$ cat config.mk
export PLATFORM = sky130hd
export DESIGN_NAME = branch_history_predictor_flat
export DESIGN_NICKNAME = d
export VERILOG_FILES = /design/src/rtl/bp_pkg.sv /design/src/rtl/branch_history_predictor_if.sv /design/src/rtl/bp_sat_ctr.sv /design/src/rtl/branch_history_predictor.sv /design/src/flat_wrapper.sv
export SDC_FILE = /design/constraint.sdc
export NUM_CORES = 1
export LEC_CHECK = 0
export ABC_AREA = 1
export BUFFER_PORTS_ARGS = -buffer_cell sky130_fd_sc_hd__buf_2
export CORE_MARGIN = 2
export CORE_UTILIZATION = 58
export CTS_CLUSTER_SIZE = 20
export DETAILED_ROUTE_END_ITERATION = 12
export PLACE_DENSITY = 0.81
export SLEW_MARGIN = 20
export SYNTH_ARGS = -nofsm -noshare
export SYNTH_HDL_FRONTEND = slang
export SYNTH_SLANG_ARGS = --single-unit
$ cat constraint.sdc
create_clock -name clock -period 6.6 [get_ports clock]
set_input_delay 1.32 -clock clock [delete_from_list [all_inputs] [get_ports clock]]
set_output_delay 1.32 -clock clock [all_outputs]
set_load 0.02 [all_outputs]
$ cat src/rtl/bp_pkg.sv
// Shared definitions for the branch direction predictor: counter encodings,
// the default reset value and the table index hash.
package bp_pkg;

  typedef enum logic [1:0] {
    CTR_SNT = 2'b00,
    CTR_WNT = 2'b01,
    CTR_WT  = 2'b10,
    CTR_ST  = 2'b11
  } ctrState_e;

  localparam logic [1:0] CTR_INIT_DEFAULT = CTR_WNT;

  // PC is word-addressed, so the low bits are used directly; history is zero-extended by the caller.
  function automatic logic [31:0] bpIndex(input logic [31:0] pc,
                                          input logic [31:0] hist,
                                          input int          indexBits);
    logic [31:0] mask;
    mask = (32'd1 << indexBits) - 32'd1;
    return (pc ^ hist) & mask;
  endfunction

endpackage

$ cat src/rtl/branch_history_predictor_if.sv
// Lookup, training and status signals between decode/execute and the
// direction predictor.
interface branch_history_predictor_if #(
  parameter int LANES = 2
);
  localparam int LANE_W = (LANES > 1) ? $clog2(LANES) : 1;

  logic [LANES-1:0]    lookup_valid;
  logic [LANES*32-1:0] lookup_pc;
  logic [LANES-1:0]    predict_taken;
  logic                predict_any;
  logic [LANE_W-1:0]   predict_lane;
  logic                update_valid;
  logic [31:0]         update_pc;
  logic                update_predicted_taken;
  logic                update_wrong;
  logic [15:0]         mispredict_count;

  modport master (
    output lookup_valid, lookup_pc,
    output update_valid, update_pc, update_predicted_taken, update_wrong,
    input  predict_taken, predict_any, predict_lane, mispredict_count
  );

  modport slave (
    input  lookup_valid, lookup_pc,
    input  update_valid, update_pc, update_predicted_taken, update_wrong,
    output predict_taken, predict_any, predict_lane, mispredict_count
  );

endinterface

$ cat src/rtl/bp_sat_ctr.sv
// One 2-bit saturating direction counter; exposes only its taken bit since
// lookups never need the confidence bit.
module bp_sat_ctr
  import bp_pkg::*;
#(
  parameter logic [1:0] CTR_INIT = CTR_INIT_DEFAULT
) (
  input  logic clock,
  input  logic reset,
  input  logic en,
  input  logic inc,
  input  logic dec,
  output logic taken
);

  logic [1:0] state;

  always_ff @(posedge clock or posedge reset) begin
    if (reset) begin
      state <= CTR_INIT;
    end else if (en) begin
      if (inc) begin
        if (state != CTR_ST) state <= state + 2'd1;
      end else if (dec) begin
        if (state != CTR_SNT) state <= state - 2'd1;
      end
    end
  end

  assign taken = state[1];

endmodule

$ cat src/rtl/branch_history_predictor.sv
// Multi-lane branch direction predictor: bimodal or gshare table of
// saturating counters, trained at commit from execute feedback.
module branch_history_predictor
  import bp_pkg::*;
#(
  parameter int         LANES      = 2,
  parameter int         INDEX_BITS = 6,
  parameter int         HIST_BITS  = 0,
  parameter logic [1:0] CTR_INIT   = CTR_INIT_DEFAULT
) (
  input logic                        clock,
  input logic                        reset,
  branch_history_predictor_if.slave  bus
);

  localparam int DEPTH  = 1 << INDEX_BITS;
  localparam int LANE_W = (LANES > 1) ? $clog2(LANES) : 1;

  logic                  actualTaken;
  logic [31:0]           ghrExt;
  logic [INDEX_BITS-1:0] updIndex;
  logic [DEPTH-1:0]      ctrTaken;
  logic [INDEX_BITS-1:0] laneIndex [LANES];
  logic [LANES-1:0]      predictTaken;
  logic [LANE_W-1:0]     predictLane;
  logic [15:0]           mispredictCount;

  assign actualTaken = bus.update_predicted_taken ^ bus.update_wrong;

  // History only advances at commit, so lookups and training agree on the hash.
  generate
    if (HIST_BITS > 0) begin : gHist
      logic [HIST_BITS-1:0] ghr;

      always_ff @(posedge clock or posedge reset) begin
        if (reset) begin
          ghr <= '0;
        end else if (bus.update_valid) begin
          ghr <= HIST_BITS'({ghr, actualTaken});
        end
      end

      assign ghrExt = 32'(ghr);
    end else begin : gNoHist
      assign ghrExt = '0;
    end
  endgenerate

  assign updIndex = INDEX_BITS'(bpIndex(bus.update_pc, ghrExt, INDEX_BITS));

  for (genvar g = 0; g < DEPTH; g++) begin : gCtr
    bp_sat_ctr #(
      .CTR_INIT (CTR_INIT)
    ) uCtr (
      .clock (clock),
      .reset (reset),
      .en    (bus.update_valid && (updIndex == INDEX_BITS'(g))),
      .inc   (actualTaken),
      .dec   (~actualTaken),
      .taken (ctrTaken[g])
    );
  end

  // Reads see registered state only, so a same-cycle update is not bypassed.
  always_comb begin
    laneIndex    = '{default: '0};
    predictTaken = '0;
    for (int i = 0; i < LANES; i++) begin
      laneIndex[i]    = INDEX_BITS'(bpIndex(bus.lookup_pc[32*i +: 32], ghrExt, INDEX_BITS));
      predictTaken[i] = bus.lookup_valid[i] & ctrTaken[laneIndex[i]];
    end
  end

  // Walk from the youngest lane down so the oldest taken lane wins.
  always_comb begin
    predictLane = '0;
    for (int i = LANES - 1; i >= 0; i--) begin
      if (predictTaken[i]) predictLane = LANE_W'(i);
    end
  end

  always_ff @(posedge clock or posedge reset) begin
    if (reset) begin
      mispredictCount <= '0;
    end else if (bus.update_valid && bus.update_wrong && (mispredictCount != 16'hFFFF)) begin
      mispredictCount <= mispredictCount + 16'd1;
    end
  end

  assign bus.predict_taken    = predictTaken;
  assign bus.predict_any      = |predictTaken;
  assign bus.predict_lane     = predictLane;
  assign bus.mispredict_count = mispredictCount;

endmodule

$ cat src/flat_wrapper.sv
// flat-port wrapper written by rule: the top's interface ports become plain ports
module branch_history_predictor_flat import bp_pkg::*;
#(
  parameter int         LANES      = 2,
  parameter int         INDEX_BITS = 6,
  parameter int         HIST_BITS  = 0,
  parameter logic [1:0] CTR_INIT   = CTR_INIT_DEFAULT
)
  (clock, reset, bus_lookup_valid, bus_lookup_pc, bus_update_valid, bus_update_pc, bus_update_predicted_taken, bus_update_wrong, bus_predict_taken, bus_predict_any, bus_predict_lane, bus_mispredict_count);
  branch_history_predictor_if #(.LANES(LANES)) bus_i ();
  input logic clock;
  input logic reset;
  input wire logic [$bits(bus_i.lookup_valid)-1:0] bus_lookup_valid;
  input wire logic [$bits(bus_i.lookup_pc)-1:0] bus_lookup_pc;
  input wire logic [$bits(bus_i.update_valid)-1:0] bus_update_valid;
  input wire logic [$bits(bus_i.update_pc)-1:0] bus_update_pc;
  input wire logic [$bits(bus_i.update_predicted_taken)-1:0] bus_update_predicted_taken;
  input wire logic [$bits(bus_i.update_wrong)-1:0] bus_update_wrong;
  output wire logic [$bits(bus_i.predict_taken)-1:0] bus_predict_taken;
  output wire logic [$bits(bus_i.predict_any)-1:0] bus_predict_any;
  output wire logic [$bits(bus_i.predict_lane)-1:0] bus_predict_lane;
  output wire logic [$bits(bus_i.mispredict_count)-1:0] bus_mispredict_count;
  assign bus_i.lookup_valid = bus_lookup_valid;
  assign bus_i.lookup_pc = bus_lookup_pc;
  assign bus_i.update_valid = bus_update_valid;
  assign bus_i.update_pc = bus_update_pc;
  assign bus_i.update_predicted_taken = bus_update_predicted_taken;
  assign bus_i.update_wrong = bus_update_wrong;
  assign bus_predict_taken = bus_i.predict_taken;
  assign bus_predict_any = bus_i.predict_any;
  assign bus_predict_lane = bus_i.predict_lane;
  assign bus_mispredict_count = bus_i.mispredict_count;
  branch_history_predictor #(.LANES(LANES), .INDEX_BITS(INDEX_BITS), .HIST_BITS(HIST_BITS), .CTR_INIT(CTR_INIT)) u_core (.clock(clock), .reset(reset), .bus(bus_i));
endmodule
After elaboration in Yosys (flattened, before gate mapping)

Cells that the tools add are included.

Flip-flop bits (word level): 144
Output and inout bits: 20

Bitwise logic cells: 3
Equality and inequality tests: 192
Multiplexer cells: 198
Order comparisons: 2
Reductions and logical operators: 260
$add $sub $neg: 129

Operators with widths:

| kind                    | number |
|---|---|
| $mux W2                 | 192 |
| $ne A2 B2 Y1 const B    | 128 |
| $reduce_bool A2 Y1      | 128 |
| $eq A6 B6 Y1 const B    | 32 |
| $reduce_and A3 Y1       | 64 |
| $add A2 B1 Y2 const B   | 64 |
| $sub A2 B1 Y2 const B   | 64 |
| $eq A6 B5 Y1 const B    | 16 |
| $logic_and A1 B1 Y1     | 66 |
| $eq A6 B4 Y1 const B    | 8 |
| $eq A6 B3 Y1 const B    | 4 |
| $add A16 B1 Y16 const B | 1 |
| $ne A16 B16 Y1 const B  | 1 |
| $lt A6 B7 Y1 const B    | 2 |
| $bmux W1 S6             | 2 |
| $eq A6 B2 Y1 const B    | 2 |
| $eq A6 B1 Y1 const B    | 1 |
| $logic_not A6 Y1        | 1 |
| $mux W1                 | 4 |
| $and A1 B1 Y1           | 2 |
| $reduce_or A2 Y1        | 1 |
| $xor A1 B1 Y1           | 1 |

Depth between registers and ports, before layout

Gate-level depths: netlist (run 1).

Word-level depth: 5
Mapped depth: 13
Depth with buffers taken out: 11

Cells and area by module

A second synthesis (run 1) with hierarchy kept.

Cell total of the unflattened synthesis: 2614
Area total of the unflattened synthesis: 13844.5 um2

Modules (own cells, without submodules):

| module                   | sequential area each (um2) | cells each | times used | area an instance (um2) |
|---|---|---|---|---|
| bp_sat_ctr               | 51.3                       | 33         | 64         | 175.2 |
| branch_history_predictor | 400.4                      | 502        | 1          | 2633.8 |

Worst setup path after synthesis (run 1)

OpenSTA, ideal clock, no wires.

Kind: input port to output port
Start: input port bus_lookup_pc[0]
End: output port bus_predict_lane
Data required time: 5.280 ns
Arrival time: 2.594 ns
Path slack: 2.686 ns
Stages on the path: 12
Cells stage by stage: buf_2 -> inv_2 -> buf_2 -> nand2_1 -> nand3_1 -> nand3_1 -> nand2_1 -> nand2_1 -> nand3_1 -> nand3_1 -> a21oi_2 -> nor2_1

Word-level cells in the longest chain between the ends: 4

RTL lines:

| element                       | line                           | RTL |
|---|---|---|
| from (decl)                   | flat_wrapper.sv:14             | `input wire logic [$bits(bus_i.lookup_pc)-1:0] bus_lookup_pc;` |
| $bmux W1 S6                   | branch_history_predictor.sv:70 | `predictTaken[i] = bus.lookup_valid[i] & ctrTaken[laneIndex[i]];` |
| $mux W1 (not written as such) | branch_history_predictor.sv:70 |  |
| $and A1 B1 Y1                 | branch_history_predictor.sv:70 |  |
| net bus_predict_taken[0]      | flat_wrapper.sv:19             | `output wire logic [$bits(bus_i.predict_taken)-1:0] bus_predict_taken;` |
| $mux W1                       | branch_history_predictor.sv:78 | `if (predictTaken[i]) predictLane = LANE_W'(i);` |
| to (decl)                     | flat_wrapper.sv:21             | `output wire logic [$bits(bus_i.predict_lane)-1:0] bus_predict_lane;` |

The timed path passes the listed nets, and every way through them passes these cells. The select of a mux whose other input is x is not followed.

Worst setup path after layout (run 1)

Start: input port bus_lookup_pc[32]
End: output port bus_predict_lane

Word-level cells in the longest chain between the ends: 5

RTL lines:

| element                       | line |
|---|---|
| $bmux W1 S6                   | branch_history_predictor.sv:70 |
| $mux W1 (not written as such) | branch_history_predictor.sv:70 |
| $and A1 B1 Y1                 | branch_history_predictor.sv:70 |
| $mux W1 (2 in series)         | branch_history_predictor.sv:78 |

No other way between the ends. The select of a mux whose other input is x is not followed.

==> results.md, run 1 <==
Worst setup path:
- The type of element launching the critical path is an input port.
- At the worst endpoint, the arrival time is 3.43 ns.
- Broken down by cell family, the worst path's largest delay share belongs to buffers and inverters.
- The critical path goes through buf_2 -> inv_2 -> nand2_1 -> nand3_1 -> nand3_1 -> nand2_1 -> nand2_1 -> nand3_1 -> nand3b_1 -> nand2_1 -> nand2_1 -> nor2_1 -> buf_2.
- The kind of critical path is in2out.
- STA puts the critical path data required time at 5.28 ns.
- The category of the worst setup path capture point is an output pin.
- The largest driver fanout on the critical path is 34.
- The peak per-stage delay on the critical path is 0.53 ns.
- Counting both buffers and inverters, the worst setup path holds a total of 3.
- The cell at the slowest stage of the critical path is buf_2.
- The most used cell along the critical path is nand2_1.

Detailed routing:
- The first-pass iteration count of the detailed router is 6.
- After the first detailed-routing iteration, the DRC count stood at 1015.
- The count of vias placed by the detailed router is 7888.
- The final wirelength is 21300 um.
- The detailed-route DRC error count is 0.
- Dividing the detail-routed wire length by the instance count gives 15.6 um.
- Dividing the detail-routed via count by the number of cells gives 5.78.
- In this run the remaining antenna-violating nets after routing total 0.

Synth:
- The synthesized netlist contains 32 unique library cells.
- Of the post-synthesis cell area, the dominant cell type holds 23.4%.
- The total standard cell area after synthesis is 0.00856 mm^2.
- The count of warnings emitted by yosys is 0.
- The synthesized netlist devotes 24.0% of its cell area to simple gates.
- The synthesized netlist devotes 1.43% of its cell area to XOR and XNOR gates.
- The number of standard cells after synthesis is 1149.
- Multiplexer cells account for 0% of the synthesized area.
- The share of synthesized area occupied by flip-flops and latches is 43.0%.
- By area, the combinational part of the netlist is dominated by simple AND/OR/NAND/NOR gates.
- The dominant synthesized flop cell is dfrtp_1.
- Synthesis inferred 144 register bits.
- The synthesized netlist devotes 0.146% of its cell area to adder and majority cells.
- The synthesized netlist devotes 21.4% of its cell area to compound gates.
- Yosys attributes the largest share of cell area to dfrtp_1 23%, dfstp_2 20%, nand2_1 12%.
- The number of enable flip-flop cells after synthesis is 0.
- The share of synthesized flip-flops with an asynchronous set or reset is 100%.
- The biggest area contributor in the post-synthesis netlist is dfrtp_1.
- The number of nets in the synthesized netlist is 1253.
- The mean cell area of the mapped netlist is 7.45 um^2.

Floorplanning:
- The I/O pin total is 123.
- The initial utilization of the core area, before any placement, comes to 59.1%.
- After floorplanning, the core was divided into 44 placement rows.
- The area enclosed by the die boundary is 0.0157 mm^2.
- After floorplanning, the core was sized to cover 0.0145 mm^2.
- Measured along the x axis, the die boundary spans 125 um.
- The die outline height is 125 um.

STA:
- The final count of hold timing violations was 0.
- The count of final max-slew check failures was 0.
- Setup repair after global routing left no endpoint under its margin.
- The final critical path takes up 71.9% of the cycle.
- The minimum clock period is 4.75 ns.
- The setup TNS after final layout is 0 ns.
- The remaining max-slew budget at the tightest pin is 43.6%.
- The total setup violations reported at the end of the flow is 0.
- The achievable frequency is 211 MHz.
- The post-route clock skew is 0.00504 ns.
- The slew at the pin closest to its max-slew limit is 0.846 ns.

Global route:
- The total overflow left after global routing is 0.
- The global-route wire length before repair is 35600 um.
- The pin count of the biggest net entering global routing is 111.
- The via count of the first global-routing pass is 7302.
- The number of antenna violations at the first check in global routing is 0.
- For this run, the total global-route usage over all layers was measured as 28.0%.

Run:
- The tool flagged a number of max-cap violations equal to 0.

CTS:
- TritonCTS built the clock tree.
- In this run the deepest clock path goes through 2 buffers.
- The clock latency on the worst-skew pair is 0.43 ns.
- Post-CTS timing repair inserted 0 buffers for setup.
- The post-cts sizing count is 0.
- Clock-pin slew was measured on the worst setup and hold paths at 0.06 ns.
- In this run the number of H-tree levels came out at 4.
- Buffers inserted during clock tree synthesis total 17.
- The CTS root buffer is clkbuf_16.
- For this design, the sink count on the clock tree is 144.
- The number of hold buffers added after cts is 0.

Layout:
- 0 antenna diodes ended up in the layout.
- The number of fill cells is 1240.
- The final standard cell count with taps included and fillers excluded is 1365.
- After the last flow step, the layout net total stands at 1272.
- The fraction of layout instances using a drive strength above 1 is 16.9%.
- From synthesis to final layout, the design area changed by 9.63%.

Power and ir drop:
- In this run the power density over the cells is 286 mW/mm^2.
- For this design the static power due to leakage is 4.09 nW.
- Total power for the finished layout comes to 2.69 mW.
- IR analysis of the VDD net gives a maximum drop of 0.210 mV.

Placement:
- The HPWL after detailed placement is 13600 um.
- The weighted congestion at the end of routability-driven global placement is 0.897.
- The count of buffers from port buffering is 44.
- In this run, placement finished with an instance count of 1333.

Status:
- The run finished with clean final reports.

Min path:
- The min-delay analysis places its worst path in the category reg2reg.
## metal layers
layer / up-vias / global-route usage [%] / share of wire [%]
li1: 3789 / - / -
met1: 3731 / 37.6 / 43
met2: 327 / 44.6 / 47
met3: 41 / 6.59 / 7.5
met4: 0 / 9.67 / 2.0
met5: - / 0 / 0
## registers in the layout, summed over array words and instances (netlist names)
register,flops
u_core.gCtr.uCtr.state,128
u_core.bus.mispredict_count,16
## kinds of logic (layout without fill, tap and decap cells)
kind of cell / after synthesis / count (layout)
buffers and inverters: 201 / 233
AO/OA/AOI/OAI: 292 / 292
adder cells (fa/ha/maj): 1 / 1
flip-flops: 144 / 144
AND/OR/NAND/NOR: 497 / 497
XOR/XNOR: 14 / 14
## final cells by class
type,instances,area (um^2),area share [%]
tap,184,230,2.45
clock inverter,12,159,1.69
inverter,155,592,6.31
timing repair buffer,46,235,2.51
clock buffer,20,457,4.87
multi-input combinational,804,4030,42.9
sequential,144,3680,39.3
## cell usage after synthesis, types with 6 or more instances
master      n
inv_1     149
buf_6       8
a21oi_1    60
buf_2      21
nor3_1      8
o21ai_2    11
inv_2       6
o21bai_1   25
dfstp_2    64
xor2_1      9
a211oi_2   34
nand3_1   113
dfrtp_1    80
clkbuf_1   13
o21ai_0   138
nand2_1   270
nor2_1     97
o21ai_1    18
## worst register-to-register path, cell delays in order, from the launching register on
cell and delay (ns):
dfrtp_1 0.42, ha_1 0.23, nand3_1 0.14, nor3_2 0.06, nand3_1 0.10, nand3_2 0.20
inv_2 0.16, nand3_1 0.12, nor2_1 0.24, nand3_1 0.10, nand2_1 0.07, nand2_1 0.05
## path summary, 6_finish.rpt
kind                                                         to  slack (ns)  cells after the start                            from
worst max register to register  u_core.bus.mispredict_count[13]        4.61                     11  u_core.bus.mispredict_count[0]
worst min-delay path               u_core.gCtr[7].uCtr.state[0]        0.49                      2    u_core.gCtr[7].uCtr.state[0]
worst min register to register     u_core.gCtr[7].uCtr.state[0]        0.49                      2    u_core.gCtr[7].uCtr.state[0]
worst max-delay path                           bus_predict_lane        1.85                     13               bus_lookup_pc[32]
max in group asynchronous         u_core.gCtr[30].uCtr.state[1]        4.33                      3                           reset
min in group asynchronous       u_core.bus.mispredict_count[11]        1.05                      2                           reset
## where the power goes
part           internal, mW  leakage (nW)  switching (mW)
Sequential             1.09          1.73           0.142
Combinational         0.145          2.06           0.300
Clock                 0.616         0.297           0.392
Total                  1.85          4.09           0.833
## per-stage QoR
stage | util [%] | worst slack [ns] | cell area (um^2) | hold slack [ns]
after global placement | 60.5 | 1.97 | 8760 | 0.480
after floorplan | - | 1.52 | 8560 | 0.470
after global routing | 64.8 | 1.69 | 9380 | 0.514
final | 64.8 | 1.85 | 9380 | 0.493
after CTS | 64.8 | 1.91 | 9380 | 0.495
after detailed placement | 60.5 | 1.91 | 8760 | 0.487
## cell usage in the layout (no fill, tap or decap), types with 2 or more instances in the layout
cell / count
o21ai_1: 18
o22ai_1: 2
a22oi_1: 3
xor2_1: 9
inv_1: 148
nor2_1: 97
clkinv_2: 2
o21bai_1: 25
o21ai_2: 11
a211oi_2: 34
nor3_2: 2
nand3_1: 113
dfrtp_1: 80
xnor2_1: 5
clkinvlp_4: 2
clkinv_4: 4
dfstp_2: 64
a21oi_1: 60
nand4_1: 2
nand2_1: 270
inv_6: 3
buf_2: 44
nor3_1: 8
inv_2: 5
clkbuf_8: 2
clkbuf_16: 17
buf_4: 2
o21ai_0: 138
bufinv_16: 3
Note: power is estimated with default switching activity, not from simulation.
==> inputs of run 2 (changes only) <==
CORE_UTILIZATION = 53   (was 58)
PLACE_DENSITY = 0.78   (was 0.81)
clock period = 4 ns   (was 6.6 ns; I/O delays follow)
==> results.md, run 2 (synthesized netlist as in run 1, its figures left out) <==
Status:
- The run finished with clean final reports.

STA:
- The final count of hold timing violations is 0 (unchanged).
- The setup TNS after final layout is 0 ns (unchanged).
- The total setup violations reported at the end of the flow is 0 (unchanged).
- The post-route clock skew is 0.00531 ns (+0.000274 ns).
- Setup repair after global routing left no endpoint under its margin.
- The count of final max-slew check failures was 0 (unchanged).
- Timing would allow up to 292 MHz.
- The worst hold-check slack came to 0.484 ns (-0.00862 ns).
- The slew at the pin closest to its max-slew limit was 0.820 ns (-0.0258 ns).
- The remaining max-slew budget at the tightest pin is 45.2% (+1.7 points).
- The worst path in the final design needs a cycle of 3.43 ns, including I/O delays and setup.
- The post-route fraction of the period consumed by the critical path is 85.6%.
- The setup slack after layout is 0.574 ns (-1.28 ns).

Floorplanning:
- The I/O pin total was 123 (unchanged).
- The width of the die is 131 um (+4.5%).
- The floorplan row count came to 46 (+4.5%).
- The die outline height is 131 um (+4.5%).
- The starting density of the core was 54.1% (-5.0 points).
- The area enclosed by the die boundary is 0.0172 mm^2 (+9.1%).
- The core region area is 0.0158 mm^2 (+9.3%).

Power and ir drop:
- The part of the power in the clock network is 40.0% (+2.5 points).
- The net switching component of the power is 1.36 mW (+63%).
- The leakage power summed over all cells was 4.16 nW (+1.7%).
- The total power divided by cell area came to 484 mW/mm^2 (+69%).
- The combinational fraction of design power was 15.9% (-0.7 points).
- The peak ir drop on the vdd network is 0.360 mV (+71%).
- The internal power summed over all cells is 3.27 mW (+77%).
- The final total power is 4.63 mW (+72%).
- The fraction of power spent switching nets is 29.3% (-1.7 points).
- The sequential share of power came to 44.0% (-1.9 points).

Worst setup path:
- Walking the worst path, the cells encountered are buf_2 -> inv_2 -> nand2_1 -> nand3_1 -> nand3_1 -> nand2_1 -> nand2_1 -> nand3_1 -> nand3_1 -> a21oi_2 -> nor2_1 -> buf_2.
- In this design, the critical path's most frequently occurring cell is nand3_1.
- The cell family contributing the most delay on the critical path is buffers and inverters.
- The worst endpoint required time is 3.20 ns (-2.08 ns).
- The arrival time of the worst setup path was 2.63 ns (-0.80 ns).
- The worst setup path is captured at an output pin.
- The kind of critical path is in2out.
- The largest driver fanout on the critical path was 32 (-5.9%).
- The type of element launching the critical path is an input port.
- The slowest stage of the critical path belongs to the cell inv_2.
- The buffering stage count on the worst path with inverters included is 3 (unchanged).
- The peak per-stage delay on the critical path was 0.50 ns (-0.03 ns).

CTS:
- The buffer count from post-CTS setup fixing is 0 (unchanged).
- TritonCTS built the clock tree.
- The buffer levels on the longest clock path is 2 (unchanged).
- The CTS root buffer is clkbuf_16.
- The post-cts sizing count is 0 (unchanged).
- The number of hold buffers added after cts came to 0 (unchanged).
- The clock net sink count is 144 (unchanged).
- The H-tree level count was 4 (unchanged).
- The number of buffers created by CTS was 17 (unchanged).
- The clock latency on the worst-skew pair is 0.43 ns (about the same).
- The clock slew at the register clock pins of the worst setup and hold paths came to 0.06 ns (about the same).

Detailed routing:
- The detailed-route wire length per cell is 15.2 um (-2.5%).
- The detailed-route DRC error count is 0 (unchanged).
- The count of vias placed by the detailed router is 7919 (+0.39%).
- The final antenna-violating net count was 0 (unchanged).
- The final wirelength was 21400 um (+0.54%).
- The per-cell via count in the routed design is 5.63 (-2.6%).
- The first-pass iteration count of the detailed router was 5 (-1).
- The violation count after the first detailed-route iteration is 749 (-26%).

Layout:
- Leaving out fill and tap cells, the most frequent cell in the layout is nand2_1.
- The number of flip-flops under the largest register name is 128 (unchanged).
- The count of nets after finishing is 1281 (+0.71%).
- The fraction of layout instances using a drive strength above 1 is 17.3% (+0.46 points).
- The library cells used most frequently in the layout, excluding fill and tap cells, are 270 x nand2_1, 148 x inv_1, 138 x o21ai_0.
- The number of fill cells was 1393 (+12%).
- The core utilization of the finished layout is 60.5% (-4.4 points).
- Relative to the synthesized area, the layout overhead comes to 11.8%.
- u_core.gCtr.uCtr.state holds more flip-flops than any other register.

Global route:
- The global-route congestion overflow total is 0 (unchanged).
- The global-route wire length before repair is 36000 um (+1.1%).
- The via count of the first global-routing pass was 7501 (+2.7%).
- The number of antenna violations at the first check in global routing came to 1 (+1).
- The pin count of the biggest net entering global routing came to 72 (-35%).
- The overall routing resource usage is 26.8% (-1.2 points).

Min path:
- The class of the worst hold path is in2async.

Run:
- The count of maximum capacitance violations is 0 (unchanged).

Placement:
- The HPWL after detailed placement was 14000 um (+2.9%).
- The setup slack at placement came to 0.622 ns (-1.29 ns).
- The count of buffers from port buffering came to 44 (unchanged).
- The weighted congestion at the end of routability-driven global placement is 0.900 (+0.44%).
==> run 2: power groups by stage <==
| stage | clock [mW] | combinational (mW) | sequential, mW |
|---|---|---|---|
| floorplan | 0 | 0.539 | 2.02 |
| global placement | 0 | 0.707 | 2.03 |
| detailed placement | 0 | 0.732 | 2.05 |
| CTS | 1.87 | 0.739 | 2.03 |
| global route | 1.93 | 0.845 | 2.07 |
| finish | 1.85 | 0.738 | 2.04 |
==> run 2: worst paths after layout <==
kind	start	endpoint	slack [ns]	cells past startpoint
max in group asynchronous	reset	u_core.gCtr[63].uCtr.state[0]	2.63	3
hold reg to reg	u_core.gCtr[7].uCtr.state[0]	u_core.gCtr[7].uCtr.state[0]	0.49	2
min in group clock	u_core.gCtr[7].uCtr.state[0]	u_core.gCtr[7].uCtr.state[0]	0.49	2
hold / removal	reset	u_core.bus.mispredict_count[12]	0.48	2
setup reg to reg	u_core.bus.mispredict_count[0]	u_core.bus.mispredict_count[13]	2.01	11
setup / recovery	bus_lookup_pc[0]	bus_predict_lane	0.57	12
==> run 2: worst reg2reg max path, stage by stage, from the launching register on <==
cell	delay [ns]
dfrtp_1	0.42
ha_1	0.23
nand3_1	0.14
nor3_2	0.06
nand3_1	0.11
nand3_2	0.20
inv_2	0.15
nand3_1	0.12
nor2_1	0.24
nand3_1	0.11
nand2_1	0.07
nand2_1	0.04
==> run 2: per-stage QoR <==
stage	cell area (um^2)	cells
after floorplan	8560	1149
after global placement	8880	1374
after detailed placement	8880	1374
after CTS	9570	1406
after global routing	9570	1407
final	9570	1407
==> run 2: final cells by class <==
cell class	instances	area (um^2)	share of cell area, %
Tap cell	216	270	2.82
Timing Repair Buffer	55	315	3.30
Antenna cell	1	2.50	0.0262
Clock inverter	9	204	2.13
Sequential cell	144	3680	38.5
Multi-Input combinational cell	804	4030	42.1
Clock buffer	23	478	5.00
Inverter	155	588	6.15
==> run 2: metal layers <==
layer / vias to the layer above / share of wire, % / GRT usage (%)
met4: 0 / 2.4 / 10.5
li1: 3817 / - / -
met2: 339 / 47 / 42.9
met1: 3713 / 43 / 35.8
met3: 50 / 7.7 / 5.64
met5: - / 0 / 0
==> inputs of run 3 (changes only) <==
--- a/config.mk
+++ b/config.mk
@@ -6,5 +6,4 @@
 export NUM_CORES = 1
 export LEC_CHECK = 0
-export ABC_AREA = 1
 export BUFFER_PORTS_ARGS = -buffer_cell sky130_fd_sc_hd__buf_2
 export CORE_MARGIN = 2
@@ -13,4 +12,5 @@
 export DETAILED_ROUTE_END_ITERATION = 12
 export PLACE_DENSITY = 0.78
+export REMOVE_ABC_BUFFERS = 1
 export SLEW_MARGIN = 20
 export SYNTH_ARGS = -nofsm -noshare
==> constraint.sdc (replaced) <==
create_clock -name clock -period 4 [get_ports clock]
set_input_delay 0.6 -clock clock [delete_from_list [all_inputs] [get_ports clock]]
set_output_delay 0.6 -clock clock [all_outputs]
set_load 0.02 [all_outputs]
==> results.md, run 3 <==
STA:
- The remaining max-slew budget at the tightest pin is 32.0% (-13 points).
- The post-route fraction of the period consumed by the critical path came to 79.9% (-5.7 points).
- The achievable frequency is 313 MHz (+7.1%).
- The setup slack after layout is 0.802 ns (+0.228 ns).
- The final count of hold timing violations came to 0 (unchanged).
- The minimum clock period is 3.20 ns (-0.228 ns).
- Setup repair after global routing left no endpoint under its margin.
- The post-route clock skew was 0.00847 ns (+0.00315 ns).
- The total setup violations reported at the end of the flow is 0 (unchanged).
- The slew at the pin closest to its max-slew limit is 1.02 ns (+0.195 ns).
- The count of final max-slew check failures was 0 (unchanged).

CTS:
- The post-cts sizing count was 0 (unchanged).
- The clock net sink count is 144 (unchanged).
- The number of buffers created by CTS is 17 (unchanged).
- The clock latency on the worst-skew pair was 0.43 ns (about the same).
- The H-tree level count is 4 (unchanged).
- The number of hold buffers added after cts is 0 (unchanged).
- The buffer count from post-CTS setup fixing came to 0 (unchanged).
- The tree is rooted in a clkbuf_16.
- The clock slew at the register clock pins of the worst setup and hold paths came to 0.06 ns (about the same).
- TritonCTS built the clock tree.
- The buffer levels on the longest clock path is 2 (unchanged).

Detailed routing:
- The final antenna-violating net count is 0 (unchanged).
- The detailed-route wire length per cell is 17.6 um (+16%).
- The count of vias placed by the detailed router is 7281 (-8.1%).
- The final wirelength was 20600 um (-3.8%).
- The detailed-route DRC error count came to 0 (unchanged).
- The violation count after the first detailed-route iteration is 806 (+7.6%).
- The first-pass iteration count of the detailed router is 7 (+2).
- The per-cell via count in the routed design is 6.23 (+11%).

Synth:
- The share of synthesized area occupied by flip-flops and latches is 42.7% (-0.31 points).
- Among all flip-flop cells after synthesis, the most frequent one is dfrtp_1.
- By area the synthesized netlist is led by dfrtp_1 23%, dfstp_2 20%, mux4_2 8.1%.
- The count of warnings emitted by yosys is 0 (unchanged).
- The synthesis-stage register bit count is 144 (unchanged).
- The number of distinct library cell variants in the gate-level netlist after synthesis came to 59 (+84%).
- The share of the synthesized area in the top cell type came to 23.2% (-0.17 points).
- The mean cell area of the mapped netlist is 9.29 um^2 (+25%).
- Counting instances in the post-synthesis netlist gives the leading cell types as 129 x a21oi_1, 125 x nand2_1, 102 x nor2_1, 80 x dfrtp_1, 64 x dfstp_2.
- The share of synthesized flip-flops with an asynchronous set or reset is 100% (unchanged).
- a21oi_1 is the most common cell in the netlist.
- The cell type contributing the most total cell area after synthesis is dfrtp_1.
- The number of standard cells after synthesis is 928 (-19%).
- The number of enable flip-flop cells after synthesis is 0 (unchanged).
- The total standard cell area after synthesis is 0.00862 mm^2 (+0.72%).

Power and ir drop:
- The leakage power summed over all cells is 3.57 nW (-14%).
- The peak ir drop on the vdd network is 0.317 mV (-12%).
- The total power divided by cell area came to 408 mW/mm^2 (-16%).

Global route:
- The via count of the first global-routing pass came to 6684 (-11%).
- The number of antenna violations at the first check in global routing is 0 (-1).
- The overall routing resource usage is 24.5% (-2.3 points).
- The pin count of the biggest net entering global routing is 180 (+150%).
- The met2 usage is 38.9% (-4.1 points).
- The busiest metal layer after global routing is met2.
- The met3 usage came to 4.90% (-0.74 points).
- The global-route wire length before repair is 34200 um (-4.8%).
- The global-route congestion overflow total is 0 (unchanged).
- The global routing met1 resource utilization is 33.7% (-2.1 points).

Worst setup path:
- The count of cells along the worst register-to-register path is 4 (-7).
- The largest driver fanout on the critical path was 14 (-56%).
- The worst setup path startpoint is bus_lookup_pc[1].
- The setup slack on the worst flop-to-flop path is 1.86 ns (-0.15 ns).
- The largest individual stage delay along the critical path comes from the cell mux4_2.
- The type of element launching the critical path is an input port.
- The arrival time of the worst setup path is 2.60 ns (-0.03 ns).
- The most critical setup path has its endpoint at bus_predict_any.
- The startpoint of the worst-slack reg-to-reg timing path is u_core.bus.mispredict_count[0].
- The worst endpoint required time is 3.40 ns (+0.20 ns).
- The terminus of the critical flop-to-flop path is u_core.bus.mispredict_count[1].
- The peak per-stage delay on the critical path is 0.59 ns (+0.09 ns).
- The worst setup path is captured at an output pin.
- The most used cell along the critical path is buf_2.
- The kind of critical path is in2out.
- Traced cell by cell, the critical path runs through buf_2 -> mux4_2 -> mux2i_1 -> a221oi_1 -> a22o_1 -> nand2b_4 -> buf_2.

Layout:
- The count of nets after finishing was 1044 (-19%).
- The final standard cell count with taps included and fillers excluded is 1169 (-17%).
- The register containing the most flip-flops in the final layout is u_core.gCtr.uCtr.state.
- The number of flip-flops under the largest register name is 128 (unchanged).
- The number of fill cells came to 1318 (-5.4%).
- The number of antenna repair diodes came to 0 (-1).
- In the layout the commonest cells are 129 x a21oi_1, 125 x nand2_1, 102 x nor2_1.
- The library cell used most frequently in the layout, excluding fill and tap cells, is a21oi_1.
- The fraction of layout instances using a drive strength above 1 was 23.6% (+6.3 points).
- The synthesis-to-layout area growth is 10.0%.

Floorplanning:
- The core region area is 0.0159 mm^2 (+0.36%).
- The starting density of the core is 54.3% (+0.19 points).
- The width of the die is 132 um (+0.34%).
- The die outline height is 132 um (+0.34%).
- The area enclosed by the die boundary is 0.0173 mm^2 (+0.69%).
- The floorplan row count came to 46 (unchanged).
- The I/O pin total is 123 (unchanged).

Placement:
- The weighted congestion at the end of routability-driven global placement is 0.773 (-14%).
- The count of buffers from port buffering was 44 (unchanged).
- The setup slack at placement is 0.828 ns (+0.206 ns).
- The number of cells after detailed placement was 1137 (-17%).
- The HPWL after detailed placement was 13000 um (-7.1%).

Run:
- The count of maximum capacitance violations is 0 (unchanged).

Status:
- The flow ran to the end, and the final reports show no timing, DRC or antenna violations.

Min path:
- The class of the worst hold path is in2async.
[run 3: changes by cell type in the layout (fill, tap and decap cells not counted), moves of 16 or more]
cell | before | now
a21oi_1 | 60 | 129
mux4_2 | 0 | 31
a31oi_1 | 0 | 16
o21ai_0 | 138 | 51
o21ai_1 | 18 | 38
a211oi_2 | 34 | 0
mux2i_1 | 0 | 21
o221a_2 | 0 | 18
o21bai_1 | 25 | 3
o2111ai_1 | 0 | 16
nand3_1 | 113 | 32
inv_1 | 148 | 17
nand2_1 | 270 | 125
[run 3: critical path, delay by kind of cell]
kind                   cells  cell delay (ns)
AOI/OAI and AO/OA          2             0.38
buffers and inverters      2             0.61
muxes                      2             0.86
and+or+nand+nor            1             0.14
[run 3: stage by stage]
step	total power [mW]	hold slack [ns]	TNS [ns]	utilization, %	instance area (um^2)
after global placement	2.26	0.460	0	56.0	8890
after global routing	4.02	0.320	0	59.7	9480
after CTS	3.88	0.286	0	59.7	9480
after floorplan	2.09	0.450	-398.92	-	8300
after detailed placement	2.28	0.462	0	56.0	8890
final	3.86	0.263	0	59.7	9480
[run 3: power breakdown]
group	switching, mW	leakage (nW)	internal (mW)	total [mW]
sequential	0.0902	1.69	1.61	1.70
combinational	0.369	1.61	0.194	0.563
clock	0.647	0.280	0.955	1.60
total	1.11	3.57	2.76	3.86
[run 3: worst min path at each step]
stage                     cells past startpoint                     startpoint  slack [ns]                       endpoint
after floorplan                               2   u_core.gCtr[0].uCtr.state[0]        0.45   u_core.gCtr[0].uCtr.state[0]
after global placement                        2  u_core.gCtr[30].uCtr.state[0]        0.46  u_core.gCtr[30].uCtr.state[0]
after detailed placement                      2  u_core.gCtr[44].uCtr.state[0]        0.46  u_core.gCtr[44].uCtr.state[0]
after CTS                                     2                          reset        0.29  u_core.gCtr[34].uCtr.state[1]
after global routing                          2                          reset        0.32  u_core.gCtr[51].uCtr.state[1]
final                                         2                          reset        0.26  u_core.gCtr[54].uCtr.state[1]
[run 3: cell type report]
type | count | area (um^2) | area share, %
clock buffers | 21 | 460 | 4.86
clock inverters | 11 | 131 | 1.39
inverters | 18 | 72.6 | 0.765
multi-input cells | 707 | 4570 | 48.2
flip-flops and latches | 144 | 3680 | 38.8
well taps | 216 | 270 | 2.85
repair buffers | 52 | 293 | 3.09
[run 3: logic make-up (layout without fill, tap and decap cells)]
kind of cell | after synthesis | count (layout) | share of synthesized area, %
simple gates | 337 | 337 | 18.8
compound gates | 298 | 298 | 21.0
flops | 144 | 144 | 42.7
buf+inv | 77 | 102 | 4.54
mux | 54 | 54 | 11.0
xor+xnor | 17 | 17 | 1.73
fa+ha+maj | 1 | 1 | 0.145
[run 3: layer usage]
| layer | part of all wire [%] | up-vias |
|---|---|---|
| met2 | 47 | 265 |
| met4 | 2.3 | 0 |
| met3 | 6.9 | 36 |
| met5 | 0 | - |
| li1 | - | 3438 |
| met1 | 44 | 3542 |
